**src/rtl/fetch_queue.sv**
```systemverilog
// Instruction fetch front end: holds the fetch PC, issues word requests to instruction memory, and buffers {instr, pc+4} pairs for decode.
// Optional: define FETCH_BYPASS_EN so an ack that arrives while the FIFO is empty reaches decode in the same cycle.
module fetch_queue #(
  parameter int          DEPTH    = 4,
  parameter logic [31:0] RESET_PC = 32'h0000_0000
) (
  input  logic                   clk_i,
  input  logic                   rst_n_i,
  output logic                   imemReq_o,
  output logic [31:0]            imemAddr_o,
  input  logic                   imemAck_i,
  input  logic [31:0]            imemData_i,
  input  logic                   redirect_i,
  input  logic [31:0]            redirectAddr_i,
  input  logic                   stall_i,
  output logic                   valid_o,
  output logic [31:0]            instr_o,
  output logic [31:0]            nextInstrAddr_o,
  output logic [$clog2(DEPTH):0] count_o
);

  localparam int          AW   = $clog2(DEPTH);
  localparam logic [AW:0] FULL = (AW + 1)'(DEPTH);
  localparam logic [AW:0] ONE  = (AW + 1)'(1);

  typedef enum logic [1:0] {IDLE, REQ, DROP} state_t;

  state_t        state;
  state_t        stateNext;
  logic [31:0]   pc;
  logic [31:0]   pcNext;
  logic [31:0]   pcPlus4;
  logic [31:0]   reqAddr;
  logic          reqActive;
  logic [AW-1:0] rdPtr;
  logic [AW-1:0] wrPtr;
  logic [AW:0]   count;
  logic [AW:0]   countNext;
  logic [31:0]   instrMem [DEPTH];
  logic [31:0]   nextMem  [DEPTH];
  logic          accept;
  logic          push;
  logic          pop;
  logic          fifoEmpty;
  logic          bypassHit;
  logic          bypassTake;

  assign pcPlus4   = pc + 32'd4;
  assign fifoEmpty = (count == '0);
  // Only a live (non-discarded) request can deliver data; redirect wins over it.
  assign accept    = (state == REQ) && imemAck_i && !redirect_i;

`ifdef FETCH_BYPASS_EN
  assign bypassHit  = accept && fifoEmpty;
  assign bypassTake = bypassHit && !stall_i;
`else
  assign bypassHit  = 1'b0;
  assign bypassTake = 1'b0;
`endif

  assign push = accept && !bypassTake;
  assign pop  = !fifoEmpty && !stall_i && !redirect_i;

  always_comb begin
    countNext = count;
    if (redirect_i) begin
      countNext = '0;
    end else if (push && !pop) begin
      countNext = count + ONE;
    end else if (pop && !push) begin
      countNext = count - ONE;
    end
  end

  always_comb begin
    pcNext = pc;
    if (redirect_i) begin
      pcNext = {redirectAddr_i[31:2], 2'b00};
    end else if (accept) begin
      pcNext = pcPlus4;
    end
  end

  // Entering or staying in REQ is decided on next-cycle occupancy, so an
  // outstanding request always has a free slot waiting for it.
  always_comb begin
    stateNext = state;
    case (state)
      IDLE: stateNext = (countNext < FULL) ? REQ : IDLE;
      REQ: begin
        if (imemAck_i) begin
          stateNext = (countNext < FULL) ? REQ : IDLE;
        end else if (redirect_i) begin
          stateNext = DROP;
        end else begin
          stateNext = REQ;
        end
      end
      DROP: stateNext = imemAck_i ? IDLE : DROP;
      default: stateNext = IDLE;
    endcase
  end

  always_ff @(posedge clk_i) begin
    if (!rst_n_i) begin
      state     <= IDLE;
      pc        <= RESET_PC;
      reqAddr   <= RESET_PC;
      reqActive <= 1'b0;
      count     <= '0;
      rdPtr     <= '0;
      wrPtr     <= '0;
    end else begin
      state     <= stateNext;
      pc        <= pcNext;
      reqActive <= (stateNext != IDLE);
      // DROP keeps presenting the abandoned address until its ack arrives.
      if (stateNext == REQ) begin
        reqAddr <= pcNext;
      end
      count <= countNext;
      if (redirect_i) begin
        rdPtr <= '0;
        wrPtr <= '0;
      end else begin
        if (push) wrPtr <= wrPtr + 1'b1;
        if (pop)  rdPtr <= rdPtr + 1'b1;
      end
    end
  end

  always_ff @(posedge clk_i) begin
    if (rst_n_i && push) begin
      instrMem[wrPtr] <= imemData_i;
      nextMem[wrPtr]  <= pcPlus4;
    end
  end

  assign imemReq_o  = reqActive;
  assign imemAddr_o = reqAddr;
  assign count_o    = count;

  always_comb begin
    valid_o         = !fifoEmpty || bypassHit;
    instr_o         = '0;
    nextInstrAddr_o = '0;
    if (!fifoEmpty) begin
      instr_o         = instrMem[rdPtr];
      nextInstrAddr_o = nextMem[rdPtr];
    end else if (bypassHit) begin
      instr_o         = imemData_i;
      nextInstrAddr_o = pcPlus4;
    end
  end

endmodule

```
**config.mk**
```make
export PLATFORM = sky130hd
export DESIGN_NAME = fetch_queue
export DESIGN_NICKNAME = d
export VERILOG_FILES = /design/src/rtl/fetch_queue.sv
export SDC_FILE = /design/constraint.sdc
export NUM_CORES = 1
export LEC_CHECK = 0
export CORE_MARGIN = 2
export CORE_UTILIZATION = 35
export DETAILED_ROUTE_END_ITERATION = 7
export SLEW_MARGIN = 40
export SYNTH_ARGS = -nofsm -noshare
export SYNTH_HDL_FRONTEND = slang
export SYNTH_SLANG_ARGS = --single-unit
```
**constraint.sdc**
```tcl
create_clock -name clk_i -period 3.7 [get_ports clk_i]
set_clock_uncertainty 0.2 [all_clocks]
set_input_delay 1.11 -clock clk_i [delete_from_list [all_inputs] [get_ports clk_i]]
set_output_delay 1.11 -clock clk_i [all_outputs]
set_load 0.005 [all_outputs]
```
==> flow_summary.yaml <==
logic_synthesis:
  synth_ff_type: "edfxtp_1"
  ys_seq_area_share_pct: 66.7
  synth_cell_types: 64
  synth-async-reset-ratio_pct: 0
  avgSynthCellArea_um2: 15.2
  synth_nets: 986
  ys_ff_latch: 332
  syn-cell-area_mm2: 0.0138
  synth_edf_count: 256
  synthCells: 907
  ys_warn_count: 0
floorplan:
  fp-row-count: 72
  die_x_um: 203
  ios: 170
  die_area_mm2: 0.0411
  core_area_mm2: 0.0388
  start_util_pct: 35.6
  die_h_um: 203
detailed_routing:
  vias: 8339
  drc_errors: 0
  firstDrtPassIters: 5
  drt-wirelength-per-cell_um: 20.2
  drt_iter0_drc: 489
  viasPerCell: 5.04
  wl_mm: 33.3
  antenna_left: 0
placed_design:
  port_buffers: 167
  placed_area_mm2: 0.0165
  hpwl_mm: 21.9
  post-place-ws_ns: -0.140
  place.gp.congestion: 0.831
cts:
  cts.sinks: 332
  cts_root_buf: "clkbuf_16"
  htreeDepth: 2
  cts.clk_slew.worst_paths_ns: 0.06
  clock_tree.buffer_depth: 3
  clkLatencyLatePin_ns: 0.51
  numCtsBuffers: 37
  cts_tree: "done"
critical_path:
  path_cells: "buf_12, mux4_2, and2_1, clkdlybuf4s50_1"
  max_stage_delay_ns: 0.50
  crit_arrival_ns: 2.31
  crit_fanout: 10
  slowest_stage: "clkdlybuf4s50_1"
  critPathLaunchType: "flip-flop"
  endpoint_kind: "output pin"
  cp.required_ns: 2.39
  worst-setup-path-type: "flip-flop to output pin"
sta:
  setup_ws_ns: 0.0809
  timing.final.crit_share_pct: 97.8
  slew_violations: 0
  fin_crit_ns: 3.62
  fin_tns_setup_ns: 0
  rsz0062_at_grt: "yes"
  worst_slew_pin_slew_ns: 0.507
  finalSetupViolations: 0
  fmax_mhz: 276
  slew_headroom_pct: 65.9
  finalHoldViolations: 0
min_path:
  hold_path.class: "flip-flop to flip-flop"
pwr:
  fin_total_pwr_uw: 8170
  power_per_cell_area_mw_per_mm2: 461
  p_leak_uw: 0.00604
  ir_drop_uv: 250
finish:
  fin_area_mm2: 0.0177
  nets: 1191
  area_growth_pct: 28.3
  antenna_cells: 0
  final_core_util_pct: 45.6
  drive_gt1_share_pct: 17.2
grt:
  antenna_found_initial: 0
  grt_pass1_vias: 8497
  grt_overflow: 0
  grtUsageTotal_pct: 16.3
  grt_pass1_wl_mm: 50.6
  grt_max_degree: 42
status:
  status: "finished clean"
flow_run:
  maxCapViolations: 0
-- state kept, by name (all words and copies together), names as in the netlist, named ones only --
signal	count
imemAddr_o	32
instrMem	128
imemReq_o	1
wrPtr	2
nextMem	128
state	2
rdPtr	2
count_o	3
pc	32
-- cell families (layout without fill, tap and decap cells) --
family,after synthesis,after routing,share of synthesized area (%)
AO/OA/AOI/OAI,105,105,5.25
AND/OR/NAND/NOR,287,287,11.8
multiplexers,66,66,10.6
XOR/XNOR,40,40,2.54
adder cells (fa/ha/maj),10,10,0.906
flip-flops,332,332,66.7
buffers and inverters,67,295,2.27
-- critical path, delay by kind of cell, from the launching register on --
| kind | cells | cell delay, ns |
|---|---|---|
| buffers and inverters | 2 | 0.68 |
| DFF | 1 | 0.45 |
| muxes | 1 | 0.49 |
| and+or+nand+nor | 1 | 0.17 |
-- placed cells by master (no fill, tap or decap), types with 8 or more instances in the layout --
cell | Yosys | layout
a211oi_1 | 8 | 8
a21oi_1 | 17 | 17
and2_1 | 69 | 68
and3_1 | 16 | 12
buf_12 | 0 | 21
buf_4 | 4 | 31
clkbuf_16 | 0 | 39
clkdlybuf4s50_1 | 0 | 139
dfxtp_1 | 76 | 73
dlygate4sd2_1 | 0 | 28
edfxtp_1 | 256 | 256
ha_1 | 10 | 10
inv_1 | 12 | 12
mux4_2 | 64 | 64
nand2_1 | 40 | 40
nand2b_1 | 10 | 9
nand3_1 | 31 | 31
nand4_1 | 11 | 11
nor2_1 | 47 | 47
nor3_1 | 11 | 11
nor4_1 | 12 | 12
o21ai_0 | 24 | 24
o22a_1 | 15 | 15
or3_1 | 10 | 10
xnor2_1 | 23 | 23
xor2_1 | 17 | 17
-- metal layers --
layer,GRT usage (%),wire (µm),up-vias
met4,4.28,675,0
met3,2.95,1780,49
li1,-,-,3895
met1,22.7,15200,4146
met2,26.3,15700,249
met5,0,0,-
-- layout make-up --
type	instances	area, µm²
inverter	12	45.0
tap	518	648
clock buffer	43	991
multi-input combinational	508	4320
fill	3436	21100
clock inverter	19	174
timing repair buffer	221	2330
sequential	332	9220
-- worst paths after layout --
check	cells after the start	slack (ns)	endpoint	startpoint
worst max-delay path	4	0.08	nextInstrAddr_o[20]	flip-flop
worst min-delay path	2	0.27	imemAddr_o[19]	imemAddr_o[19]
worst max register to register	14	0.50	imemAddr_o[29]	count_o[0]
worst min register to register	2	0.27	imemAddr_o[19]	imemAddr_o[19]
-- power breakdown --
part	internal (µW)	leakage, µW	switching [µW]	total [µW]
combinational	253	0.00251	226	480
clock	2120	0.000568	1400	3520
sequential	4090	0.00296	79.1	4170
-- Yosys cell counts, types with 8 or more instances --
cell type	count	share of area [%]
edfxtp_1	256	56
nand3_1	31	1.1
buf_2	10	0.36
or3_1	10	0.45
nor4_1	12	0.54
nand4_1	11	0.50
and2_1	69	3.1
mux4_2	64	10
a211oi_1	8	0.43
ha_1	10	0.91
nor2_1	47	1.3
o22a_1	15	0.95
a21oi_1	17	0.62
dfxtp_1	76	11
and3_1	16	0.72
nor3_1	11	0.40
nand2_1	40	1.1
clkbuf_1	35	0.95
xnor2_1	23	1.5
o21ai_0	24	0.87
nand2b_1	10	0.45
inv_1	12	0.33
xor2_1	17	1.1
-- through the flow --
| stage | instances | hold slack [ns] |
|---|---|---|
| 2_1_floorplan | 907 | 0.252 |
| 3_5_place_dp | 1581 | 0.257 |
| 5_1_grt | 1653 | 0.295 |
| 3_3_place_gp | 1581 | 0.259 |
| 6_report | 1653 | 0.272 |
| 4_1_cts | 1649 | 0.273 |
-- repair_timing --
item,CTS,global route
endpoints found under the setup margin,58,32
pin swaps,0,0
hold buffers,0,0
cloned,2,0
resized for setup,32,2
buffers inserted,4,5
No activity file was read; power rests on OpenSTA's default activity.
